[config.mk]
export PLATFORM = sky130hd
export DESIGN_NAME = pwm_sar_adc
export DESIGN_NICKNAME = d
export VERILOG_FILES = /design/src/rtl/pwm_sar_adc.sv
export SDC_FILE = /design/constraint.sdc
export NUM_CORES = 1
export LEC_CHECK = 0
export ABC_AREA = 1
export BUFFER_PORTS_ARGS = -buffer_cell sky130_fd_sc_hd__buf_2
export CAP_MARGIN = 20
export CORE_ASPECT_RATIO = 1.75
export CORE_MARGIN = 2
export CORE_UTILIZATION = 55
export CTS_CLUSTER_DIAMETER = 120
export DETAILED_ROUTE_END_ITERATION = 8
export PLACE_DENSITY = 0.73
export SKIP_LAST_GASP = 1
export SYNTH_ARGS = -nofsm -noshare
export SYNTH_HDL_FRONTEND = slang
export SYNTH_SLANG_ARGS = --single-unit
[constraint.sdc]
create_clock -name clk -period 2.32 [get_ports clk]
set_input_delay 0.232 -clock clk [delete_from_list [all_inputs] [get_ports clk]]
set_output_delay 0.232 -clock clk [all_outputs]
set_load 0.1 [all_outputs]
[src/rtl/pwm_sar_adc.sv]
// pwm_sar_adc: SAR ADC controller using a PWM DAC, an RC filter and an
// external comparator; emits one N-bit code per conversion.
// Ports:
//   clk, reset_n       clock, async active-low reset
//   enable             run conversions back-to-back while high
//   comp_in            async comparator (1: analog input >= filtered PWM)
//   pwm_out            registered PWM drive to the RC filter
//   sample             last completed conversion result
//   sample_valid       one-cycle pulse when sample updates
//   busy               conversion in progress
module pwm_sar_adc #(
   parameter int N              = 12,
   parameter int SETTLE_PERIODS = 4
) (
   input  logic         clk,
   input  logic         reset_n,
   input  logic         enable,
   input  logic         comp_in,
   output logic         pwm_out,
   output logic [N-1:0] sample,
   output logic         sample_valid,
   output logic         busy
);

   localparam int SW = $clog2(SETTLE_PERIODS) + 1;
   localparam int BW = $clog2(N) + 1;

   localparam logic [N-1:0]  ONE  = N'(1);
   localparam logic [N-1:0]  MSB  = ONE << (N - 1);
   localparam logic [BW-1:0] TOP  = BW'(N - 1);
   localparam logic [SW-1:0] LAST = SW'(SETTLE_PERIODS - 1);

   typedef enum logic {
      IDLE,
      CONVERT
   } state_t;

   state_t        state, state_n;
   logic [N-1:0]  cnt;
   logic [N-1:0]  duty, duty_n;
   logic [N-1:0]  trial, trial_n;
   logic [BW-1:0] bit_idx, bit_idx_n;
   logic [SW-1:0] settle_cnt, settle_cnt_n;
   logic [N-1:0]  sample_n;
   logic          valid_n;
   logic          busy_n;
   logic          comp_m, comp_s;
   logic          b;
   logic [N-1:0]  one_hot;
   logic [N-1:0]  code;

   assign b = (cnt == '1);

   // Bit under test, and the trial with that bit resolved by the comparator.
   assign one_hot = ONE << bit_idx;
   assign code    = comp_s ? trial : (trial & ~one_hot);

   // Period counter, PWM output and comparator synchronizer.
   // duty only changes on B edges, so each period sees a single duty value.
   always_ff @(posedge clk or negedge reset_n) begin
      if (!reset_n) begin
         cnt     <= '0;
         pwm_out <= 1'b0;
         comp_m  <= 1'b0;
         comp_s  <= 1'b0;
      end else begin
         cnt     <= cnt + ONE;
         pwm_out <= (cnt < duty);
         comp_m  <= comp_in;
         comp_s  <= comp_m;
      end
   end

   always_ff @(posedge clk or negedge reset_n) begin
      if (!reset_n) begin
         state        <= IDLE;
         duty         <= '0;
         trial        <= '0;
         bit_idx      <= '0;
         settle_cnt   <= '0;
         sample       <= '0;
         sample_valid <= 1'b0;
         busy         <= 1'b0;
      end else begin
         state        <= state_n;
         duty         <= duty_n;
         trial        <= trial_n;
         bit_idx      <= bit_idx_n;
         settle_cnt   <= settle_cnt_n;
         sample       <= sample_n;
         sample_valid <= valid_n;
         busy         <= busy_n;
      end
   end

   always_comb begin
      state_n      = state;
      duty_n       = duty;
      trial_n      = trial;
      bit_idx_n    = bit_idx;
      settle_cnt_n = settle_cnt;
      sample_n     = sample;
      valid_n      = 1'b0;
      busy_n       = busy;
      unique case (state)
         IDLE: begin
            if (b && enable) begin
               state_n      = CONVERT;
               trial_n      = MSB;
               duty_n       = MSB;
               bit_idx_n    = TOP;
               settle_cnt_n = '0;
               busy_n       = 1'b1;
            end
         end
         CONVERT: begin
            if (b) begin
               if (settle_cnt < LAST) begin
                  settle_cnt_n = settle_cnt + SW'(1);
               end else if (bit_idx != '0) begin
                  trial_n      = code | (one_hot >> 1);
                  duty_n       = code | (one_hot >> 1);
                  bit_idx_n    = bit_idx - BW'(1);
                  settle_cnt_n = '0;
               end else begin
                  sample_n = code;
                  valid_n  = 1'b1;
                  duty_n   = code;
                  trial_n  = code;
                  if (enable) begin
                     trial_n      = MSB;
                     duty_n       = MSB;
                     bit_idx_n    = TOP;
                     settle_cnt_n = '0;
                  end else begin
                     state_n = IDLE;
                     busy_n  = 1'b0;
                  end
               end
            end
         end
         default: state_n = IDLE;
      endcase
   end

endmodule

==> results of run 1 <==
==> what timing repair did <==
action,in CTS,in global routing
endpoints found under the setup margin,0,0
hold buffers,1,0
hold endpoints to repair,7,0
==> cell families after synthesis <==
family | synth area share [%]
AO/OA/AOI/OAI | 11.8
flip-flops | 43.3
AND/OR/NAND/NOR | 26.6
buffers and inverters | 7.22
adder cells (fa/ha/maj) | 7.79
XOR/XNOR | 3.33
==> metal layers <==
layer,vias up,wire [um],track usage (%)
met3,19,191,2.32
met5,-,0,0
met1,1049,2330,26.8
li1,1168,-,-
met2,50,3190,38.8
met4,0,220,12.4
==> per-stage QoR <==
step / power [mW] / hold WS [ns] / instances / utilization, % / setup WS, ns
after detailed placement: 0.925 / 0.0819 / 415 / 58.4 / 0.375
after CTS: 1.53 / 0.0212 / 424 / 60.8 / 0.352
after global routing: 1.56 / 0.0214 / 424 / 60.8 / 0.149
after floorplan: 0.901 / -0.0636 / 346 / - / 0.663
final: 1.52 / 0.0312 / 424 / 60.8 / 0.376
after global placement: 0.924 / 0.0741 / 415 / 58.4 / 0.442
==> final cells by class <==
| cell class | instances | area (um^2) | share of cell area (%) |
|---|---|---|---|
| Tap cell | 55 | 68.8 | 2.19 |
| Multi-Input combinational cell | 249 | 1430 | 45.6 |
| Timing Repair Buffer | 23 | 130 | 4.15 |
| Sequential cell | 50 | 1250 | 39.9 |
| Clock buffer | 6 | 72.6 | 2.31 |
| Clock inverter | 2 | 37.5 | 1.20 |
| Inverter | 39 | 146 | 4.66 |
==> where the power goes <==
group	switching, mW	total, mW	internal (mW)
Sequential	0.00261	0.875	0.872
Combinational	0.0263	0.0323	0.00599
Clock	0.287	0.609	0.322
Total	0.316	1.52	1.20
==> cells in the final DEF, fill, tap and decap left out, types with 12 or more instances in the layout <==
| cell | n |
|---|---|
| sky130_fd_sc_hd__nand2_1 | 104 |
| sky130_fd_sc_hd__nand4_1 | 12 |
| sky130_fd_sc_hd__dfrtp_1 | 50 |
| sky130_fd_sc_hd__inv_1 | 37 |
| sky130_fd_sc_hd__buf_2 | 18 |
| sky130_fd_sc_hd__o21ai_0 | 15 |
| sky130_fd_sc_hd__o21ai_2 | 12 |
| sky130_fd_sc_hd__nand3_1 | 14 |
| sky130_fd_sc_hd__nor2_1 | 19 |
| sky130_fd_sc_hd__ha_1 | 18 |
==> worst max path at each step <==
stage	to	depth (start not counted)	slack, ns	startpoint
3_5_place_dp	sample[1]$_DFFE_PN0P_	9	0.38	bit_idx[0]$_DFFE_PN0P_
5_1_grt	sample[0]$_DFFE_PN0P_	9	0.15	bit_idx[0]$_DFFE_PN0P_
2_1_floorplan	sample[4]$_DFFE_PN0P_	10	0.66	bit_idx[0]$_DFFE_PN0P_
4_1_cts	sample[1]$_DFFE_PN0P_	9	0.35	bit_idx[0]$_DFFE_PN0P_
6_report	sample[1]$_DFFE_PN0P_	9	0.38	bit_idx[0]$_DFFE_PN0P_
3_3_place_gp	sample[8]$_DFFE_PN0P_	9	0.44	bit_idx[0]$_DFFE_PN0P_
==> critical path: stages (launching register included) <==
cell	delay (ns)
sky130_fd_sc_hd__dfrtp_1	0.43
sky130_fd_sc_hd__inv_1	0.15
sky130_fd_sc_hd__ha_1	0.19
sky130_fd_sc_hd__inv_1	0.06
sky130_fd_sc_hd__nor2_2	0.16
sky130_fd_sc_hd__nand2_1	0.13
sky130_fd_sc_hd__nor2_2	0.16
sky130_fd_sc_hd__nand3_4	0.30
sky130_fd_sc_hd__nand2_1	0.17
sky130_fd_sc_hd__o21ai_2	0.07
==> sequential cells by signal, summed over array words and instances (netlist names) <==
register,count
settle_cnt,3
bit_idx,5
pwm_out,1
trial,12
comp_s,1
cnt,12
sample_valid,1
sample,12
state,1
comp_m,1
busy,1
==> tab_implementation.tex, run 1 <==
\begin{tabular}{lr}
\hline
Metric & Value \\
\hline
\multicolumn{2}{l}{\textbf{Outcome}} \\
\quad Run status & finished, violations left \\
\quad Violations in the final reports & DRC \\
\multicolumn{2}{l}{\textbf{Global route}} \\
\quad Largest net degree at the start of global routing & 44 \\
\quad Wire length of the first global-routing pass & 10100 um \\
\quad Number of antenna violations at the first check in global routing & 0 \\
\quad Congestion Overflow GR & 0 \\
\quad Total GRT Usage & between 20\% and 30\% \\
\quad Number of global-route vias before repair & 2255 \\
\multicolumn{2}{l}{\textbf{Power and ir drop}} \\
\quad Worst vdd rail ir drop & 393 uV \\
\quad Power per unit of standard cell area & 483 nW/um\^{}2 \\
\quad Static leakage & 1.61 nW \\
\multicolumn{2}{l}{\textbf{Yosys}} \\
\quad Count of state elements after synthesis & 50 \\
\quad Cell with the most instances after synthesis & sky130\_fd\_sc\_hd\_\_nand2\_1 \\
\quad Proportion of synthesized chip area in sequential cells & around 43\% \\
\quad Share of flip-flops with an asynchronous set or reset & 100\% \\
\quad Most instantiated flip-flop cell in the synthesis netlist & sky130\_fd\_sc\_hd\_\_dfrtp\_1 \\
\quad Main area contributors after synthesis & sky130\_fd\_sc\_hd\_\_dfrtp\_1 (43\%), sky130\_fd\_sc\_hd\_\_nand2\_1 (13\%), sky130\_fd\_sc\_hd\_\_ha\_1 (7.8\%), sky130\_fd\_sc\_hd\_\_inv\_1 (4.8\%), sky130\_fd\_sc\_hd\_\_o21ai\_2 (3.6\%) \\
\quad Cell area after synthesis & 2890 um\^{}2 \\
\quad Net count after synthesis & 368 \\
\quad Synthesis Warnings & 0 \\
\quad Most frequent cells after synthesis & sky130\_fd\_sc\_hd\_\_nand2\_1 (104), sky130\_fd\_sc\_hd\_\_dfrtp\_1 (50), sky130\_fd\_sc\_hd\_\_inv\_1 (37) \\
\quad Syn\_area\_per\_cell & 8.36 um\^{}2 \\
\quad Count of mapped cells out of synthesis & 346 \\
\quad Area share of the largest cell type after synthesis & 43.3\% \\
\quad Netlist cell types & 33 \\
\quad Cell accounting for the most synthesized area & sky130\_fd\_sc\_hd\_\_dfrtp\_1 \\
\quad Number of flops mapped to enable cells by yosys & 0 \\
\multicolumn{2}{l}{\textbf{STA}} \\
\quad Rel. slew slack & 64.0\% \\
\quad Worst-case clock skew & roughly 0.011 ns \\
\quad Final-report hold violation count & 0 \\
\quad Worst slew pin tran & 0.539 ns \\
\quad TNS Setup & 0 ns \\
\quad Number of failing setup endpoints in the final timing report & 0 \\
\quad Time the worst path needs with I/O delays and setup & 1.94 ns \\
\quad Setup repair after global routing missed its margin & no \\
\quad Achievable frequency & between 500 and 600 MHz \\
\quad Final period utilization & 83.8\% \\
\quad Max-slew violation count & 0 \\
\multicolumn{2}{l}{\textbf{Detailed routing}} \\
\quad Number of iterations in the first detailed-routing pass & 6 \\
\quad Number of nets with antenna violations after routing & 0 \\
\quad Routed via count divided by cell count & 5.39 \\
\quad Iteration-0 DRC Markers & around 110 \\
\quad Total length of routed wires & 5930 um \\
\quad Post-detailed-route wirelength per cell & 14.0 um \\
\quad Detailed-route via count & 2286 \\
\quad Number of remaining DRC errors & 1 \\
\multicolumn{2}{l}{\textbf{Worst setup path}} \\
\quad CP startpoint kind & flip-flop \\
\quad Reg2reg end & sample[1]\$\_DFFE\_PN0P\_ \\
\quad Biggest fanout along the worst timing path & 25 \\
\quad Worst r2r path cells & 9 \\
\quad Reg2reg start & bit\_idx[0]\$\_DFFE\_PN0P\_ \\
\quad CP Class & flip-flop to flip-flop \\
\quad Register-to-Register Setup Slack & around 0.38 ns \\
\quad Type of destination of the critical path & flip-flop \\
\quad Worst Path Required & between 2 and 3 ns \\
\quad Crit path arrival time & approximately 2.1 ns \\
\multicolumn{2}{l}{\textbf{Placement}} \\
\quad Hpwl dp & 4610 um \\
\quad Number of port buffers & 18 \\
\quad Cell area after placement & 3020 um\^{}2 \\
\quad Final estimated routing congestion in global placement & 0.894 \\
\multicolumn{2}{l}{\textbf{Floorplan}} \\
\quad Width of the die & 58.8 um \\
\quad Die Area & 5880 um\^{}2 \\
\quad Starting density of the core & 56.0\% \\
\quad Boundary Pins & 19 \\
\quad Core area & between 5000 and 6000 um\^{}2 \\
\quad Standard-cell rows & 35 \\
\quad Height of the die & 99.9 um \\
\multicolumn{2}{l}{\textbf{Clock tree}} \\
\quad Clock-pin transition on the worst setup and hold timing paths & around 0.090 ns \\
\quad H-tree levels & 2 \\
\quad Maximum count of clock buffers along a single path & 2 \\
\quad Cts bufs inserted & 5 \\
\quad Num Clock Sinks & 50 \\
\quad Cell at the root of the clock tree & sky130\_fd\_sc\_hd\_\_clkbuf\_8 \\
\quad Clock insertion delay at the later pin of the skew report & a little over 0.3 ns \\
\quad Post-CTS setup buffer count & 0 \\
\quad TritonCTS clock tree & yes \\
\quad Number of resized instances in the post-cts repair step & 0 \\
\multicolumn{2}{l}{\textbf{Cells and area}} \\
\quad Area added between synthesis and finish & 8.52\% \\
\quad Antenna Cells & 0 \\
\quad Final Net Count & 390 \\
\quad Fill count & 467 \\
\quad Final Instance Area & 3140 um\^{}2 \\
\quad Ratio of cells with drive above 1 in the final layout & 16.0\% \\
\multicolumn{2}{l}{\textbf{Worst hold path}} \\
\quad HP Start & comp\_in \\
\quad Worst hold stages & 1 \\
\quad Worst min-delay path class & primary input to flip-flop \\
\quad Worst hold path endpoint & comp\_m\$\_DFF\_PN0\_ \\
\multicolumn{2}{l}{\textbf{Run}} \\
\quad Reported max-cap violation count & 0 \\
\hline
\end{tabular}
(Power assumes the default switching activity.)
==> run 2, diff against run 1 <==
- clock period: 2.32 -> 1.86 ns (I/O delays scaled with it)
==> run 2 against run 1 <==
Compared with the run above: the flow still finishes with violations (DRC); sequential power rose by 25%; count of clock-buffer cells in the layout unchanged; clock power is 26% higher; critical path type unchanged; routed wire length up 6.1%; power rose by 26%; clock skew is 0.0018 ns lower; flip-flop and latch count unchanged; via count increased by 2.9%; critical path depth down 1; non-clock buffer count increased by 8.
==> tab_implementation.tex, run 2 (synthesis results as in run 1) <==
\begin{tabular}{lr}
\hline
Metric & Value \\
\hline
\multicolumn{2}{l}{\textbf{Outcome}} \\
\quad Run status & finished, violations left (unchanged) \\
\quad Violations in the final reports & DRC (unchanged) \\
\multicolumn{2}{l}{\textbf{Cells and area}} \\
\quad Final Net Count & 399 (was 390) \\
\quad Largest registers & cnt (12), sample (12), trial (12) (unchanged) \\
\quad Most frequent standard cell in the layout excluding fill and tap cells & sky130\_fd\_sc\_hd\_\_nand2\_1 (unchanged) \\
\quad Ratio of cells with drive above 1 in the final layout & 18.0\% (was 16.0\%) \\
\quad Highest-count cells in the layout ignoring fill and taps & sky130\_fd\_sc\_hd\_\_nand2\_1 (103), sky130\_fd\_sc\_hd\_\_dfrtp\_1 (50), sky130\_fd\_sc\_hd\_\_inv\_1 (37), sky130\_fd\_sc\_hd\_\_nor2\_1 (19) (was sky130\_fd\_sc\_hd\_\_nand2\_1 (104), sky130\_fd\_sc\_hd\_\_dfrtp\_1 (50), sky130\_fd\_sc\_hd\_\_inv\_1 (37), sky130\_fd\_sc\_hd\_\_nor2\_1 (19)) \\
\quad Antenna Cells & 0 (unchanged) \\
\quad Area added between synthesis and finish & 11.9\% (was 8.52\%) \\
\quad End-of-flow core utilization & 62.6\% (was 60.8\%) \\
\quad Non-filler instance count after layout & 433 (was 424) \\
\quad Fill count & 487 (was 467) \\
\multicolumn{2}{l}{\textbf{Worst setup path}} \\
\quad Worst Path Required & 2.09 ns (was 2.51 ns) \\
\quad Biggest fanout along the worst timing path & 12 (was 25) \\
\quad Type of destination of the critical path & flip-flop (unchanged) \\
\quad Crit path arrival time & 1.98 ns (was 2.13 ns) \\
\quad CP startpoint kind & flip-flop (unchanged) \\
\quad CP Class & flip-flop to flip-flop (unchanged) \\
\quad Worst r2r path cells & 8 (was 9) \\
\multicolumn{2}{l}{\textbf{Detailed routing}} \\
\quad Post-detailed-route wirelength per cell & 14.5 um (was 14.0 um) \\
\quad Number of iterations in the first detailed-routing pass & 6 (unchanged) \\
\quad Number of remaining DRC errors & 1 (unchanged) \\
\quad Number of nets with antenna violations after routing & 0 (unchanged) \\
\quad Iteration-0 DRC Markers & 76 (was 107) \\
\quad Routed via count divided by cell count & 5.43 (was 5.39) \\
\quad Detailed-route via count & 2352 (was 2286) \\
\quad Total length of routed wires & 6290 um (was 5930 um) \\
\multicolumn{2}{l}{\textbf{Placement}} \\
\quad Number of port buffers & 18 (unchanged) \\
\quad DP Worst Slack & -0.00357 ns (was 0.375 ns) \\
\quad Number of placed cells counting well taps & 422 (was 415) \\
\quad Final estimated routing congestion in global placement & 0.882 (was 0.894) \\
\quad Hpwl dp & 4790 um (was 4610 um) \\
\multicolumn{2}{l}{\textbf{Power and ir drop}} \\
\quad Static leakage & 1.64 nW (was 1.61 nW) \\
\quad Worst vdd rail ir drop & 693 uV (was 393 uV) \\
\quad Total power of the final layout & 1.90 mW (was 1.52 mW) \\
\quad Power per unit of standard cell area & 589 nW/um\^{}2 (was 483 nW/um\^{}2) \\
\multicolumn{2}{l}{\textbf{Floorplan}} \\
\quad Height of the die & 99.9 um (unchanged) \\
\quad Core area & 5170 um\^{}2 (unchanged) \\
\quad Width of the die & 58.8 um (unchanged) \\
\quad Boundary Pins & 19 (unchanged) \\
\quad Standard-cell rows & 35 (unchanged) \\
\quad Starting density of the core & 56.0\% (unchanged) \\
\quad Die Area & 5880 um\^{}2 (unchanged) \\
\multicolumn{2}{l}{\textbf{Clock tree}} \\
\quad H-tree levels & 2 (unchanged) \\
\quad Cts bufs inserted & 5 (unchanged) \\
\quad TritonCTS clock tree & yes (unchanged) \\
\quad Maximum count of clock buffers along a single path & 2 (unchanged) \\
\quad Clock-pin transition on the worst setup and hold timing paths & 0.09 ns (about the same) \\
\quad Clock insertion delay at the later pin of the skew report & 0.31 ns (about the same) \\
\quad Num Clock Sinks & 50 (unchanged) \\
\quad Cell at the root of the clock tree & sky130\_fd\_sc\_hd\_\_clkbuf\_8 (unchanged) \\
\multicolumn{2}{l}{\textbf{STA}} \\
\quad Hold Slack & 0.227 ns (was 0.0312 ns) \\
\quad Achievable frequency & 571 MHz (was 514 MHz) \\
\quad Post-route setup slack & 0.107 ns (was 0.376 ns) \\
\quad Rel. slew slack & 60.1\% (was 64.0\%) \\
\quad Worst slew pin tran & 0.599 ns (was 0.539 ns) \\
\quad Final-report hold violation count & 0 (unchanged) \\
\quad Max-slew violation count & 0 (unchanged) \\
\quad Number of failing setup endpoints in the final timing report & 0 (unchanged) \\
\quad Setup repair after global routing missed its margin & yes (was no) \\
\quad Time the worst path needs with I/O delays and setup & 1.75 ns (was 1.94 ns) \\
\quad Worst-case clock skew & 0.00928 ns (was 0.0110 ns) \\
\quad Final period utilization & 94.2\% (was 83.8\%) \\
\multicolumn{2}{l}{\textbf{Global route}} \\
\quad Number of global-route vias before repair & 2358 (was 2255) \\
\quad Wire length of the first global-routing pass & 10600 um (was 10100 um) \\
\quad Total GRT Usage & 23.6\% (was 22.6\%) \\
\quad Number of antenna violations at the first check in global routing & 0 (unchanged) \\
\quad Congestion Overflow GR & 0 (unchanged) \\
\quad Largest net degree at the start of global routing & 29 (was 44) \\
\multicolumn{2}{l}{\textbf{Run}} \\
\quad Reported max-cap violation count & 0 (unchanged) \\
\multicolumn{2}{l}{\textbf{Worst hold path}} \\
\quad Worst min-delay path class & primary input to flip-flop (unchanged) \\
\quad Worst hold stages & 3 (was 1) \\
\hline
\end{tabular}
[run 2: path summary, 6_finish.rpt]
kind                                   startpoint                    end  slack [ns]
max                        bit_idx[1]$_DFFE_PN0P_  sample[0]$_DFFE_PN0P_        0.11
max in group asynchronous                 reset_n  sample[4]$_DFFE_PN0P_        0.84
min in group asynchronous                 reset_n       cnt[2]$_DFF_PN0_        0.40
min reg2reg                      comp_m$_DFF_PN0_       comp_s$_DFF_PN0_        0.36
max reg2reg                bit_idx[1]$_DFFE_PN0P_  sample[0]$_DFFE_PN0P_        0.11
min                                        enable        state$_DFF_PN0_        0.23
[run 2: worst max-delay path, cell delays in order, from the launching register on]
cell and delay [ns]:
sky130_fd_sc_hd__dfrtp_1 0.42, sky130_fd_sc_hd__inv_1 0.08, sky130_fd_sc_hd__ha_1 0.16, sky130_fd_sc_hd__inv_1 0.07, sky130_fd_sc_hd__nor2_2 0.16, sky130_fd_sc_hd__nand2_1 0.14, sky130_fd_sc_hd__nor2_4 0.20, sky130_fd_sc_hd__nand3_4 0.24
sky130_fd_sc_hd__o21ai_2 0.20
[run 2: through the flow]
| stage | cell area, um^2 | TNS (ns) |
|---|---|---|
| 6_report | 3240 | 0 |
| 5_1_grt | 3240 | -0.123 |
| 4_1_cts | 3220 | 0 |
| 3_5_place_dp | 3070 | -0.00357 |
| 3_3_place_gp | 3070 | 0 |
| 2_1_floorplan | 2890 | 0 |
[run 2: per-layer routing]
| layer | global-route usage [%] | routed length (um) | vias up | part of all wire [%] |
|---|---|---|---|---|
| met5 | 0 | 0 | - | 0 |
| met4 | 10.7 | 176 | 0 | 2.8 |
| met3 | 3.09 | 160 | 13 | 2.5 |
| met2 | 43.2 | 3540 | 42 | 56 |
| met1 | 26.0 | 2410 | 1109 | 38 |
| li1 | - | - | 1188 | - |
[run 2: what timing repair did]
item                                   in CTS  in global routing
pin swaps                                   1                  1
cloned                                      1                  0
buffers inserted                            0                  0
hold buffers                                2                  0
endpoints found under the hold margin      27                  0
gates resized for setup                     1                  5
setup endpoints to repair                   1                 18
[run 2: where the power goes]
| group | total [mW] | leakage (nW) | internal, mW | switching, mW |
|---|---|---|---|---|
| combinational | 0.0445 | 0.922 | 0.0103 | 0.0342 |
| clock | 0.769 | 0.0514 | 0.402 | 0.367 |
| sequential | 1.09 | 0.669 | 1.09 | 0.00311 |
| total | 1.90 | 1.64 | 1.50 | 0.404 |
[run 2: layout make-up]
cell class | instances | area (um^2) | area share (%)
multi-input combinational | 250 | 1470 | 45.3
sequential | 50 | 1250 | 38.7
timing repair buffer | 31 | 193 | 5.96
inverter | 39 | 146 | 4.52
clock buffer | 6 | 72.6 | 2.24
tap | 55 | 68.8 | 2.13
clock inverter | 2 | 37.5 | 1.16
